==> src/rtl/mc_ctrl_pipe.sv <==
// Four-stage microcode control-word pipeline: carries the decoded word from stage 0 to 3,
// inserts bubbles on RAW hazards, honours global stall and branch flush, counts retirements.
module mc_ctrl_pipe #(
   parameter int unsigned WIDTH = 25,
   parameter int unsigned REG_W = 5,
   parameter int unsigned CNT_W = 32
) (
   input  logic             clk,
   input  logic             rst,
   input  logic             in_valid,
   output logic             in_ready,
   input  logic [WIDTH-1:0] in_mc,
   input  logic [REG_W-1:0] in_rs1,
   input  logic [REG_W-1:0] in_rs2,
   input  logic [REG_W-1:0] in_rd,
   input  logic             stall,
   input  logic             flush,
   output logic             s0_valid,
   output logic [WIDTH-1:0] s0_mc,
   output logic             s1_valid,
   output logic [WIDTH-1:0] s1_mc,
   output logic             s2_valid,
   output logic [WIDTH-1:0] s2_mc,
   output logic             s3_valid,
   output logic [WIDTH-1:0] s3_mc,
   output logic [REG_W-1:0] s3_rd,
   output logic             hazard,
   output logic [CNT_W-1:0] retired
);

   localparam int unsigned REG_WE_BIT  = 22;
   localparam int unsigned CHK_RS1_BIT = 0;
   localparam int unsigned CHK_RS2_BIT = 1;

   logic             s0_valid_q, s0_valid_d;
   logic [WIDTH-1:0] s0_mc_q,    s0_mc_d;
   logic [REG_W-1:0] s0_rd_q,    s0_rd_d;
   logic [REG_W-1:0] s0_rs1_q,   s0_rs1_d;
   logic [REG_W-1:0] s0_rs2_q,   s0_rs2_d;
   logic             s1_valid_q, s1_valid_d;
   logic [WIDTH-1:0] s1_mc_q,    s1_mc_d;
   logic [REG_W-1:0] s1_rd_q,    s1_rd_d;
   logic             s2_valid_q, s2_valid_d;
   logic [WIDTH-1:0] s2_mc_q,    s2_mc_d;
   logic [REG_W-1:0] s2_rd_q,    s2_rd_d;
   logic             s3_valid_q, s3_valid_d;
   logic [WIDTH-1:0] s3_mc_q,    s3_mc_d;
   logic [REG_W-1:0] s3_rd_q,    s3_rd_d;
   logic [CNT_W-1:0] retired_q,  retired_d;

   logic rs1_hit, rs2_hit;
   logic rs1_dep, rs2_dep;
   logic hazard_w;
   logic in_ready_w;
   logic accept;

   // Stage 3 is not checked: the regfile writes through to same-cycle reads.
   always_comb begin
      rs1_hit = (s1_valid_q & s1_mc_q[REG_WE_BIT] & (s1_rd_q == s0_rs1_q)) |
                (s2_valid_q & s2_mc_q[REG_WE_BIT] & (s2_rd_q == s0_rs1_q));
      rs2_hit = (s1_valid_q & s1_mc_q[REG_WE_BIT] & (s1_rd_q == s0_rs2_q)) |
                (s2_valid_q & s2_mc_q[REG_WE_BIT] & (s2_rd_q == s0_rs2_q));
      rs1_dep = s0_mc_q[CHK_RS1_BIT] & (s0_rs1_q != '0) & rs1_hit;
      rs2_dep = s0_mc_q[CHK_RS2_BIT] & (s0_rs2_q != '0) & rs2_hit;
      hazard_w   = s0_valid_q & (rs1_dep | rs2_dep);
      in_ready_w = !rst & !stall & !flush & (!s0_valid_q | !hazard_w);
      accept     = in_valid & in_ready_w;
   end

   always_comb begin
      s0_valid_d = s0_valid_q;
      s0_mc_d    = s0_mc_q;
      s0_rd_d    = s0_rd_q;
      s0_rs1_d   = s0_rs1_q;
      s0_rs2_d   = s0_rs2_q;
      s1_valid_d = s1_valid_q;
      s1_mc_d    = s1_mc_q;
      s1_rd_d    = s1_rd_q;
      s2_valid_d = s2_valid_q;
      s2_mc_d    = s2_mc_q;
      s2_rd_d    = s2_rd_q;
      s3_valid_d = s3_valid_q;
      s3_mc_d    = s3_mc_q;
      s3_rd_d    = s3_rd_q;
      retired_d  = retired_q;

      if (!stall) begin
         retired_d  = retired_q + {{(CNT_W-1){1'b0}}, s3_valid_q};
         s3_valid_d = s2_valid_q;
         s3_mc_d    = s2_mc_q;
         s3_rd_d    = s2_rd_q;

         // A flush kills s0/s1 and does not forward s1 into s2; the branch in s2 still retires.
         if (flush) begin
            s2_valid_d = 1'b0;
            s2_mc_d    = '0;
            s2_rd_d    = '0;
            s1_valid_d = 1'b0;
            s1_mc_d    = '0;
            s1_rd_d    = '0;
            s0_valid_d = 1'b0;
            s0_mc_d    = '0;
            s0_rd_d    = '0;
            s0_rs1_d   = '0;
            s0_rs2_d   = '0;
         end else begin
            s2_valid_d = s1_valid_q;
            s2_mc_d    = s1_mc_q;
            s2_rd_d    = s1_rd_q;
            if (hazard_w) begin
               s1_valid_d = 1'b0;
               s1_mc_d    = '0;
               s1_rd_d    = '0;
            end else begin
               s1_valid_d = s0_valid_q;
               s1_mc_d    = s0_mc_q;
               s1_rd_d    = s0_rd_q;
               if (accept) begin
                  s0_valid_d = 1'b1;
                  s0_mc_d    = in_mc;
                  s0_rd_d    = in_rd;
                  s0_rs1_d   = in_rs1;
                  s0_rs2_d   = in_rs2;
               end else begin
                  s0_valid_d = 1'b0;
                  s0_mc_d    = '0;
                  s0_rd_d    = '0;
                  s0_rs1_d   = '0;
                  s0_rs2_d   = '0;
               end
            end
         end
      end
   end

   always_ff @(posedge clk) begin
      if (rst) begin
         s0_valid_q <= 1'b0;
         s0_mc_q    <= '0;
         s0_rd_q    <= '0;
         s0_rs1_q   <= '0;
         s0_rs2_q   <= '0;
         s1_valid_q <= 1'b0;
         s1_mc_q    <= '0;
         s1_rd_q    <= '0;
         s2_valid_q <= 1'b0;
         s2_mc_q    <= '0;
         s2_rd_q    <= '0;
         s3_valid_q <= 1'b0;
         s3_mc_q    <= '0;
         s3_rd_q    <= '0;
         retired_q  <= '0;
      end else begin
         s0_valid_q <= s0_valid_d;
         s0_mc_q    <= s0_mc_d;
         s0_rd_q    <= s0_rd_d;
         s0_rs1_q   <= s0_rs1_d;
         s0_rs2_q   <= s0_rs2_d;
         s1_valid_q <= s1_valid_d;
         s1_mc_q    <= s1_mc_d;
         s1_rd_q    <= s1_rd_d;
         s2_valid_q <= s2_valid_d;
         s2_mc_q    <= s2_mc_d;
         s2_rd_q    <= s2_rd_d;
         s3_valid_q <= s3_valid_d;
         s3_mc_q    <= s3_mc_d;
         s3_rd_q    <= s3_rd_d;
         retired_q  <= retired_d;
      end
   end

   assign in_ready = in_ready_w;
   assign hazard   = hazard_w;
   assign s0_valid = s0_valid_q;
   assign s0_mc    = s0_mc_q;
   assign s1_valid = s1_valid_q;
   assign s1_mc    = s1_mc_q;
   assign s2_valid = s2_valid_q;
   assign s2_mc    = s2_mc_q;
   assign s3_valid = s3_valid_q;
   assign s3_mc    = s3_mc_q;
   assign s3_rd    = s3_rd_q;
   assign retired  = retired_q;

endmodule
==> config.mk <==
export PLATFORM = sky130hd
export DESIGN_NAME = mc_ctrl_pipe
export DESIGN_NICKNAME = d
export VERILOG_FILES = /design/src/rtl/mc_ctrl_pipe.sv
export SDC_FILE = /design/constraint.sdc
export NUM_CORES = 1
export LEC_CHECK = 0
export ABC_CLOCK_PERIOD_IN_PS = 4000
export CAP_MARGIN = 30
export CORE_MARGIN = 2
export CORE_UTILIZATION = 50
export DETAILED_ROUTE_END_ITERATION = 6
export PLACE_DENSITY = 0.9
export SLEW_MARGIN = 30
export SYNTH_ARGS = -nofsm -noshare
export SYNTH_HDL_FRONTEND = slang
export SYNTH_SLANG_ARGS = --single-unit
==> constraint.sdc <==
create_clock -name clk -period 4 [get_ports clk]
set_input_delay 0.4 -clock clk [delete_from_list [all_inputs] [get_ports clk]]
set_output_delay 0.4 -clock clk [all_outputs]
set_load 0.005 [all_outputs]
==> results of run 1 <==
-- layout by cell type (no fill, tap or decap), types with 3 or more instances in the layout --
cell type / count
nor2_1: 64
xor2_1: 21
nand2_1: 13
dfxtp_1: 166
bufinv_16: 3
a21oi_1: 7
clkdlybuf4s50_1: 185
clkbuf_16: 17
buf_4: 7
and3_1: 7
nor2b_1: 42
mux2i_1: 33
a22o_1: 31
clkinv_2: 4
nand3_1: 15
clkbuf_8: 5
o2bb2ai_2: 40
nor2_2: 30
inv_1: 42
nand4_1: 9
and4_1: 3
xnor2_1: 24
or3_1: 5
a22oi_2: 30
o21ai_0: 5
-- area by class of cell --
class / count / area, um^2 / area share (%)
Clock buffer: 24 / 502 / 5.25
Tap cell: 180 / 225 / 2.36
Clock inverter: 8 / 119 / 1.24
Timing Repair Buffer: 195 / 1960 / 20.5
Inverter: 43 / 161 / 1.69
Multi-Input combinational cell: 404 / 3260 / 34.1
Sequential cell: 166 / 3320 / 34.8
-- worst max-delay path: stages (launching register included) --
cell	delay, ps
dfxtp_1	350
or4_1	530
o21ai_1	270
inv_2	80
a22oi_4	280
nor2_1	120
nor3_1	250
clkdlybuf4s50_1	570
-- registers in the layout (all words and copies together) (netlist names), 5 cells and up --
register and flops:
s2_rd_q 5, s2_mc 25, retired 32, s1_mc 25, s3_mc 25, s3_rd 5
s1_rd_q 5, s0_mc 25, s0_rs1_q 5, s0_rd_q 5, s0_rs2_q 5
-- power by group through the flow --
stage	Sequential, uW	Clock [uW]	Combinational [uW]
after floorplan	1710	0	126
after global placement	1720	0	205
after detailed placement	1720	0	210
after CTS	1680	1720	211
after global routing	1680	1790	225
final	1680	1700	210
-- worst paths after layout --
check,startpoint,to,slack (ps),depth (start not counted)
worst min register to register,s3_mc[16]$_SDFFE_PP0N_,s3_mc[16]$_SDFFE_PP0N_,500,2
worst max-delay path,s0_rs2_q[1]$_SDFFE_PP0P_,in_ready,740,7
worst min-delay path,s3_mc[16]$_SDFFE_PP0N_,s3_mc[16]$_SDFFE_PP0N_,500,2
worst max register to register,s2_rd_q[4]$_SDFFE_PP0N_,s0_mc[2]$_SDFFE_PP0P_,1370,8
-- logic make-up (layout without fill, tap and decap cells) --
group	count (synthesis)	count (layout)	share of synthesized area, %
AND/OR/NAND/NOR	201	201	15.3
adder cells (fa/ha/maj)	2	2	0.358
buffers and inverters	85	270	5.98
XOR/XNOR	45	45	5.64
flip-flops	166	166	47.5
multiplexers	33	33	4.72
AO/OA/AOI/OAI	123	123	20.5
-- metal layers --
metal  routed length (um)  track usage (%)
met5                    0                0
met4                  480             9.99
met3                 1110             7.25
met2                 8540             39.1
met1                 7230             28.0
-- per-stage QoR --
step           cell area [um^2]  std cells  setup slack (ps)  utilization [%]  hold slack (ps)
2_1_floorplan              6990        655              1940                -              457
3_3_place_gp               8900        987               963             64.6              471
3_5_place_dp               8930        988               964             64.8              482
4_1_cts                    9550       1020               729             69.3              500
5_1_grt                    9560       1020               610             69.4              527
6_report                   9560       1020               738             69.4              497
==> impl_metrics.yaml, run 1 <==
clock_tree:
  cts.sinks: 166
  cts_max_level: 4
  cts.clk_slew.worst_paths_ps: 60
  clk_latency_ps: 420
  cts_buffers: 17
  clk_path_buf_depth: 2
  cts_root_buf: "clkbuf_16"
  cts_hold_buf: 0
  post_cts_buffers: 0
  cts_tree: "built"
  ctsResizeCount: 0
placement:
  gp_congestion: 0.882
  post-dp-hpwl_um: 11800
  io_buffers: 187
synth:
  synth_common_cells: "dfxtp_1, nor2_1, nor2b_1"
  synth_area_um2: 6990
  yosys.cell_types.count: 42
  async_flop_share_pct: 0
  syn_inst: 655
  yosysSeqAreaShare_pct: 47.5
  yosys_register_bits: 166
  yosysTopAreaCellShare_pct: 47.5
  synth-edff-count: 0
  synth_warnings: 0
  synth_area_leader_cell: "dfxtp_1"
  synth.area.top_cells: "dfxtp_1, o2bb2ai_2, a22oi_2, mux2i_1, a22o_1"
  avgSynthCellArea_um2: 10.7
  synth.net_count: 702
  ys.flop_type: "dfxtp_1"
  yosysMostFrequentCell: "dfxtp_1"
global_route:
  antenna_found_initial: 0
  grt_pass1_wl_um: 27000
  grt_overflow_total: 0
  gr-usage-all-layers_pct: 23.5
  grt_pass1_vias: 5240
  grt_max_degree: 88
worst_setup_path:
  cp-start-kind: "flop"
  required_ps: 3600
  cp.arrival_ps: 2860
  path_max_fanout: 5
  path_class: "flop to output port"
  critPathCaptureType: "output port"
timing:
  timing.slew.headroom_pct: 40.7
  setup_viol: 0
  grt_setup_unrepaired: "false"
  tightest_slew_ps: 888
  final.period_utilization_pct: 81.6
  min_period_ps: 3260
  fin_skew_ps: 8.87
  slew_violations: 0
  fmax_ghz: 0.307
  hold_viol: 0
  fin_setup_tns_ps: 0
die:
  die_y_um: 122
  rows: 43
  dieArea_um2: 14900
  core-area_um2: 13800
  ios: 188
  initial_core_util_pct: 50.8
  die_w_um: 122
power:
  p_seq_share_pct: 46.8
  p_per_area_nw_per_um2: 376
  swShare_pct: 21.4
  internal_power_uw: 2820
  p_sw_uw: 771
  p_leak_uw: 0.00359
  irDropWorstVdd_mv: 0.279
  pwr-share-clk_pct: 47.4
  power_frac_comb_pct: 5.8
  p_total_uw: 3590
outcome:
  status: "finished clean"
cells_and_area:
  syn_to_final_growth_pct: 36.6
  nFillCells: 1023
  drive_gt1_share_pct: 17.9
  final_nets: 874
  n_antenna_cell: 0
detailed_routing:
  final_antenna_net_count: 0
  dr.pass1.iters: 4
  wirelength_um: 17400
  wl_per_cell_um: 17.0
  drcViolationCount: 0
  drt_iter0_drc: 313
  vias: 5382
  detail_route.vias_per_cell: 5.28
min_path:
  hold_path.class: "flop to flop"
flow_run:
  max_cap_violations: 0
No activity file was read; power rests on OpenSTA's default activity.
==> run 2: changes to the inputs <==
--- a/config.mk
+++ b/config.mk
@@ -5,12 +5,12 @@
 export SDC_FILE = /design/constraint.sdc
 export NUM_CORES = 1
 export LEC_CHECK = 0
-export ABC_CLOCK_PERIOD_IN_PS = 4000
+export ABC_CLOCK_PERIOD_IN_PS = 3400
 export CAP_MARGIN = 30
 export CORE_MARGIN = 2
-export CORE_UTILIZATION = 50
+export CORE_UTILIZATION = 49
 export DETAILED_ROUTE_END_ITERATION = 6
-export PLACE_DENSITY = 0.9
+export PLACE_DENSITY = 0.89
 export SLEW_MARGIN = 30
 export SYNTH_ARGS = -nofsm -noshare
 export SYNTH_HDL_FRONTEND = slang
==> constraint.sdc (replaced) <==
create_clock -name clk -period 3.4 [get_ports clk]
set_input_delay 0.34 -clock clk [delete_from_list [all_inputs] [get_ports clk]]
set_output_delay 0.34 -clock clk [all_outputs]
set_load 0.005 [all_outputs]
==> run 2 against run 1 <==
  * Core utilization shrank 1.3 points
  * Critical endpoint unchanged
  * Clock power grew 7%
  * Non-clock buffer count is 3 higher
  * Hold slack lost 120 ps
  * Routed wire length up 1.5%
  * Cell area fell by 0.68%
  * Flip-flop and latch count did not move
==> impl_metrics.yaml, run 2 (synthesis results as in run 1) <==
worst_setup_path:
  ff2ff_setup_slack_ps: 830
  required_ps: 3060
  critPathCaptureType: "output port"
  path_class: "flop to output port"
  cp.arrival_ps: 2860
  rr_worst_depth: 7
  cp-start-kind: "flop"
  r2r-start: "s1_rd_q[2]$_SDFFE_PP0N_"
  startpoint: "s0_rs1_q[4]$_SDFFE_PP0P_"
  r2r_end: "s0_mc[16]$_SDFFE_PP0P_"
  path_max_fanout: 5
clock_tree:
  cts.clk_slew.worst_paths_ps: 60
  ctsResizeCount: 0
  clk_latency_ps: 420
  clk_path_buf_depth: 2
  cts_tree: "built"
  cts.sinks: 166
  cts_root_buf: "clkbuf_16"
  cts_buffers: 17
  cts_max_level: 4
  post_cts_buffers: 0
  cts_hold_buf: 0
timing:
  setup_viol: 0
  hold_viol: 0
  grt_setup_unrepaired: "false"
  fin_skew_ps: 8.17
  min_period_ps: 3200
  fmax_ghz: 0.313
  slew_violations: 0
  fin_ws_ps: 200
  fin_setup_tns_ps: 0
  timing.slew.headroom_pct: 47.3
  tightest_slew_ps: 787
  final.period_utilization_pct: 94.1
  timing.hold.ws_ps: 373
placement:
  place_ws_ps: 692
  io_buffers: 187
  post-dp-hpwl_um: 12200
  placed_cells: 991
  gp_congestion: 0.875
detailed_routing:
  wirelength_um: 17600
  detail_route.vias_per_cell: 5.33
  vias: 5450
  drt_iter0_drc: 297
  drcViolationCount: 0
  final_antenna_net_count: 0
  wl_per_cell_um: 17.2
  dr.pass1.iters: 4
die:
  die_y_um: 123
  core-area_um2: 13900
  die_w_um: 123
  ios: 188
  initial_core_util_pct: 50.2
  dieArea_um2: 15200
  rows: 43
cells_and_area:
  final_nets: 877
  drive_gt1_share_pct: 18.1
  mostFrequentLayoutCell: "clkdlybuf4s50_1"
  n_antenna_cell: 0
  syn_to_final_growth_pct: 35.7
  final_util_pct: 68.1
  largest_reg_flops: 32
  nFillCells: 1019
  layout_common_cells: "clkdlybuf4s50_1, dfxtp_1, nor2_1"
  finalNonFillerCells: 1022
power:
  p_per_area_nw_per_um2: 426
  irDropWorstVdd_mv: 0.373
  p_leak_uw: 0.00356
global_route:
  grt_overflow_total: 0
  grt_pass1_vias: 5334
  gr-usage-all-layers_pct: 23.2
  antenna_found_initial: 0
  grt_pass1_wl_um: 27200
  grt_max_degree: 51
flow_run:
  max_cap_violations: 0
min_path:
  min-delay-start: "stall"
  hold_path.class: "input pin to flop"
  hold_depth: 3
  whs_endpoint: "s3_rd[3]$_SDFFE_PP0N_"
outcome:
  status: "finished clean"
-- run 2: through the flow --
| step | instance area, um^2 | total power, uW |
|---|---|---|
| after floorplan | 6990 | 2160 |
| after global placement | 8930 | 2260 |
| after detailed placement | 8930 | 2260 |
| after CTS | 9490 | 4070 |
| after global routing | 9490 | 4170 |
| final | 9490 | 4040 |
-- run 2: how the worst max path moves through the flow --
stage / cells after the start / to
6_report: 7 / in_ready
5_1_grt: 7 / in_ready
4_1_cts: 7 / in_ready
3_5_place_dp: 7 / in_ready
3_3_place_gp: 7 / in_ready
2_1_floorplan: 6 / in_ready
-- run 2: routing by layer --
metal	vias to the layer above	global-route usage, %	wire length (um)	part of all wire (%)
met1	2615	27.4	7190	41
met3	35	7.75	1340	7.6
met2	185	38.7	8640	49
li1	2615	-	-	-
met5	-	0	0	0
met4	0	9.30	456	2.6
-- run 2: final cells by class --
cell class / instances / area [um^2] / share of cell area [%]
clock buffer: 23 / 488 / 5.14
clock inverter: 8 / 73.8 / 0.778
inverter: 43 / 161 / 1.70
multi-input combinational: 404 / 3260 / 34.3
sequential: 166 / 3320 / 35.0
tap: 180 / 225 / 2.37
timing repair buffer: 198 / 1960 / 20.7
-- run 2: worst max-delay path, stage by stage, from the launching register on --
cell and delay, ps:
dfxtp_1 340, or4_1 520, o21ai_1 200, inv_1 100
a22oi_4 320, nor2_1 100, nor3_1 300, clkdlybuf4s50_1 560
-- run 2: report_power, final --
group | total [uW] | internal (uW) | switching [uW]
combinational | 245 | 111 | 134
sequential | 1980 | 1960 | 16.3
clock | 1820 | 1080 | 742
